### src/rtl/sd_writer_pkg.sv
// sd_writer_pkg: shared states, block constants and status-byte packing for the SD result writer
package sd_writer_pkg;
    typedef enum logic [2:0] {IDLE, CMD, SEND, ACK, FIN, FAIL} state_t;
    localparam int BLOCK_BYTES = 512;
    localparam int STATUS_END_BIT = 0;
    localparam int STATUS_ERR_BIT = 1;
    function automatic logic [7:0] status_byte(input logic uut_err, input logic uut_end);
        status_byte = '0;
        status_byte[STATUS_ERR_BIT] = uut_err;
        status_byte[STATUS_END_BIT] = uut_end;
    endfunction
endpackage

### src/rtl/result_byte_shifter.sv
// result_byte_shifter: holds {status, result} and presents it MSB byte first, zero-filling once drained
module result_byte_shifter #(
    parameter int OUTPUT_SIZE = 32
) (
    input  logic                   clk,
    input  logic                   rst,
    input  logic                   load,
    input  logic                   advance,
    input  logic [7:0]             status,
    input  logic [OUTPUT_SIZE-1:0] result,
    output logic [7:0]             byte_out
);
    logic [OUTPUT_SIZE+7:0] sr_q, sr_d;
    always_comb sr_d = load ? {status, result} : advance ? {sr_q[OUTPUT_SIZE-1:0], 8'h00} : sr_q;
    always_ff @(posedge clk or negedge rst) begin
        if (!rst) sr_q <= '0;
        else sr_q <= sr_d;
    end
    assign byte_out = sr_q[OUTPUT_SIZE+7 -: 8];
endmodule

### src/rtl/sd_result_writer.sv
// sd_result_writer: sequences one 512-byte sdspihost block write carrying a UUT status byte and result
module sd_result_writer
    import sd_writer_pkg::*;
#(
    parameter int OUTPUT_SIZE    = 32,
    parameter int TIMEOUT_CYCLES = 1_000_000
) (
    input  logic                   clk,
    input  logic                   rst,
    input  logic                   start,
    input  logic [31:0]            block_addr,
    input  logic [OUTPUT_SIZE-1:0] result,
    input  logic                   uut_err,
    input  logic                   uut_end,
    output logic                   busy,
    output logic                   done,
    output logic                   err,
    input  logic                   spi_busy,
    input  logic                   spi_err,
    output logic [31:0]            spi_block_addr,
    output logic [7:0]             spi_data_in,
    output logic                   spi_w_block,
    output logic                   spi_w_byte
);
    localparam int WDW = $clog2(TIMEOUT_CYCLES + 1);
    state_t state_q, state_d;
    logic [8:0] cnt_q, cnt_d;
    logic [WDW-1:0] wd_q, wd_d;
    logic [31:0] addr_q, addr_d;
    logic seen_q, seen_d, err_q, err_d, done_q, done_d;
    logic accept, waiting, timeout, advance;
    assign accept  = state_q == IDLE && start;
    assign waiting = state_q inside {CMD, ACK, FIN};
    assign timeout = waiting && wd_q == WDW'(TIMEOUT_CYCLES - 1);
    always_comb begin
        state_d = state_q;
        cnt_d   = cnt_q;
        advance = 1'b0;
        case (state_q)
            IDLE: if (start) begin
                state_d = CMD;
                cnt_d   = '0;
            end
            CMD:  if (seen_q && !spi_busy) state_d = SEND;
            SEND: state_d = ACK;
            ACK:  if (seen_q && !spi_busy) begin
                if (cnt_q == 9'(BLOCK_BYTES - 1)) state_d = FIN;
                else begin
                    state_d = SEND;
                    cnt_d   = cnt_q + 9'd1;
                    advance = 1'b1;
                end
            end
            FIN:  if (!spi_busy) state_d = IDLE;
            default: state_d = IDLE;
        endcase
        // error and timeout share one exit so a coincidence still yields a single FAIL
        if (state_q != IDLE && state_q != FAIL && (spi_err || timeout)) begin
            state_d = FAIL;
            advance = 1'b0;
        end
        seen_d = state_d != state_q ? 1'b0 : seen_q | spi_busy;
        wd_d   = (state_d != state_q || !waiting) ? '0 : wd_q + WDW'(1);
        done_d = state_d == IDLE && (state_q == FIN || state_q == FAIL);
        err_d  = accept ? 1'b0 : state_q == FAIL ? 1'b1 : err_q;
        addr_d = accept ? block_addr : addr_q;
    end
    always_ff @(posedge clk or negedge rst) begin
        if (!rst) begin
            state_q <= IDLE;
            cnt_q   <= '0;
            wd_q    <= '0;
            addr_q  <= '0;
            seen_q  <= 1'b0;
            err_q   <= 1'b0;
            done_q  <= 1'b0;
        end else begin
            state_q <= state_d;
            cnt_q   <= cnt_d;
            wd_q    <= wd_d;
            addr_q  <= addr_d;
            seen_q  <= seen_d;
            err_q   <= err_d;
            done_q  <= done_d;
        end
    end
    result_byte_shifter #(.OUTPUT_SIZE(OUTPUT_SIZE)) u_shifter (
        .clk      (clk),
        .rst      (rst),
        .load     (accept),
        .advance  (advance),
        .status   (status_byte(uut_err, uut_end)),
        .result   (result),
        .byte_out (spi_data_in)
    );
    assign busy           = state_q != IDLE;
    assign done           = done_q;
    assign err            = err_q;
    assign spi_block_addr = addr_q;
    assign spi_w_block    = state_q inside {CMD, SEND, ACK};
    assign spi_w_byte     = state_q == SEND;
endmodule
### config.mk
export PLATFORM = sky130hd
export DESIGN_NAME = sd_result_writer
export DESIGN_NICKNAME = d
export VERILOG_FILES = /design/src/rtl/sd_writer_pkg.sv /design/src/rtl/result_byte_shifter.sv /design/src/rtl/sd_result_writer.sv
export SDC_FILE = /design/constraint.sdc
export NUM_CORES = 1
export LEC_CHECK = 0
export BUFFER_PORTS_ARGS = -buffer_cell sky130_fd_sc_hd__buf_2
export CORE_MARGIN = 3
export CORE_UTILIZATION = 35
export CTS_CLUSTER_DIAMETER = 100
export CTS_CLUSTER_SIZE = 28
export DETAILED_ROUTE_END_ITERATION = 6
export SKIP_LAST_GASP = 1
export SYNTH_ARGS = -nofsm -noshare
export SYNTH_HDL_FRONTEND = slang
export SYNTH_SLANG_ARGS = --single-unit
### constraint.sdc
create_clock -name clk -period 5.49 [get_ports clk]
set_input_delay 0.8235 -clock clk [delete_from_list [all_inputs] [get_ports clk]]
set_output_delay 0.8235 -clock clk [all_outputs]
set_load 0.01 [all_outputs]
==> results.ini <==
[status]
status = finished clean

[die]
pin_count = 116
coreArea_um2 = 14000
std_cell_rows = 43
die_x_um = 126
die_h_um = 126
start_util_pct = 36.2
dieArea_um2 = 16000

[route]
route.detailed.drc = 0
drt_first_pass_iters = 4
postRouteAntennaNets = 0
postRouteWirelength_um = 12100
vias = 4140
drt_iter0_drc = 338
viasPerCell = 5.07
wl_per_cell_um = 14.8

[sta]
tightest_slew_ns = 1.02
whs_ns = 0.476
final.setup_skew_ns = 0.00784
finalCritPeriodShare_pct = 53.8
fin_tns_setup_ns = 0
layout_min_cycle_time_ns = 2.95
setup_ws_ns = 2.54
final-setup-viol-count = 0
slew_headroom_pct = 32.2
slew_viol_final = 0
fmaxAchievable_mhz = 339
hold_viol_final = 0
rsz0062_at_grt = false

[clock_network]
hold_buffers = 0
cts_sinks = 107
clockBufferDepth = 2
h-tree-depth = 3
cts_tree = built
cts_setup_buffers = 0
cts_root_buf = clkbuf_16
clk_pin_slew_worst_paths_ns = 0.08
cts_resized = 0
clkLatencyLatePin_ns = 0.35
cts_buffers = 9

[grt]
grt_pass1_wl_um = 20900
antenna_found_initial = 0
gr-total-overflow = 0
grt_pass1_vias = 4159
grt_util_all_layers_pct = 15.6
grt_max_degree = 57

[synth]
syn_avg_cell_area_um2 = 9.31
synth.area.top_cells = dfrtp_1 53%, nand2_1 9.6%, nor2_1 5.6%, a2111oi_0 4.5%, a211oi_1 3.3%
synth_enable_flop_cells = 0
mappedNetlistNets = 620
ys_ff_latch = 107
synthDistinctLibCells = 47
postSynthCellCount = 546
yosys.area.top_type = dfrtp_1
synth_most_common_cell = nand2_1
synth_top_flop_cell = dfrtp_1
ys_warn_count = 0
ys_seq_area_share_pct = 52.7
async_flop_share_pct = 100
synth_common_cells = 130 x nand2_1, 107 x dfrtp_1, 76 x nor2_1, 26 x a2111oi_0, 22 x a211oi_1
syn_area_um2 = 5080
yosysTopAreaCellShare_pct = 52.7

[critical_path]
start_kind = flip-flop
worstSetupEndpointType = flip-flop
worstSetupPathType = flip-flop to flip-flop
worstPathArrival_ns = 3.16
crit_fanout = 31
crit_required_ns = 5.70

[placed_design]
post_dp_cell_area_um2 = 5700
place_ws_ns = 2.55
dp_hpwl_um = 8060
portBuffers = 115
place_congestion = 0.756

[layout]
ff_latch_area_um2 = 2680
layout-drive-gt1-share_pct = 22.9
syn_to_final_growth_pct = 18.0
multi_input_area_um2 = 2140
fill_cells = 1378
final_area_um2 = 5990
diodes = 0
final_nets = 706

[power]
p_leak_nw = 2.83
fin_total_pwr_mw = 2.58
vdd_drop_max_mv = 0.202
power_density_nw_per_um2 = 430

[job]
maxCapViolations = 0

[worst_hold_path]
hp-class = flip-flop to flip-flop

## logic make-up (layout without fill, tap and decap cells)
| kind of cell | count (synthesis) | after routing | share of synthesized area [%] |
|---|---|---|---|
| buf+inv | 57 | 148 | 5.42 |
| simple gates | 260 | 260 | 22.6 |
| fa+ha+maj | 3 | 3 | 0.739 |
| mux | 6 | 6 | 1.18 |
| xor+xnor | 18 | 18 | 3.10 |
| compound gates | 95 | 95 | 14.2 |
| flops | 107 | 107 | 52.7 |
## registers in the layout, summed over array words and instances, names as in the netlist
name / flops
wd_q: 20
spi_block_addr: 32
state_q: 3
u_shifter.sr_q: 40
seen_q: 1
err: 1
done: 1
cnt_q: 9
## power breakdown
| group | total [mW] | internal, mW | leakage (nW) | switching [mW] |
|---|---|---|---|---|
| Clock | 0.632 | 0.329 | 0.141 | 0.303 |
| Combinational | 0.748 | 0.302 | 1.35 | 0.446 |
| Sequential | 1.20 | 1.04 | 1.35 | 0.155 |
## area by class of cell
cell class,instances,share of cell area [%]
clock buffers,10,3.99
repair buffers,121,10.4
clock inverters,6,0.856
multi-input cells,382,35.6
flip-flops and latches,107,44.7
well taps,180,3.76
inverters,11,0.689
## critical path, cell delays in order (launching register included)
cell,delay (ns)
dfrtp_1,0.42
ha_1,0.26
nand2_1,0.07
nor2_1,0.04
ha_1,0.21
nor3b_2,0.36
nand2_1,0.62
a2111oi_0,0.71
a211oi_1,0.10
## metal layers
layer / vias up / GRT usage [%] / share of wire, %
li1: 2059 / - / -
met1: 1963 / 22.2 / 47
met2: 114 / 22.8 / 45
met3: 4 / 4.34 / 7.1
met4: 0 / 5.93 / 0.56
met5: - / 0 / 0
## per-stage QoR
| stage | util (%) | cells |
|---|---|---|
| 2_1_floorplan | - | 546 |
| 3_3_place_gp | 40.6 | 801 |
| 3_5_place_dp | 40.6 | 801 |
| 4_1_cts | 42.7 | 817 |
| 5_1_grt | 42.7 | 817 |
| 6_report | 42.7 | 817 |
## cell usage in the layout (no fill, tap or decap), types with 6 or more instances in the layout
cell       count
a21oi_1        9
nand4_1        8
inv_1         11
mux2i_1        6
a2111oi_0     26
nand3_1        7
buf_4          7
a311oi_1       6
o21ai_0       14
buf_2        114
dfrtp_1      107
xnor2_1        8
xor2_1        10
a211oi_1      22
nor2_1        75
nand2_1      130
clkbuf_16      9
## path summary, 6_finish.rpt
path	from	endpoint	slack [ns]	cells after the start
min reg2reg	spi_block_addr[18]	spi_block_addr[18]	0.48	2
min	spi_block_addr[18]	spi_block_addr[18]	0.48	2
max	cnt_q[0]	u_shifter.sr_q[21]	2.54	8
max reg2reg	cnt_q[0]	u_shifter.sr_q[21]	2.54	8
max in group asynchronous	rst	cnt_q[0]	3.82	2
min in group asynchronous	rst	u_shifter.sr_q[38]	0.51	1
Note: power is estimated with default switching activity, not from simulation.
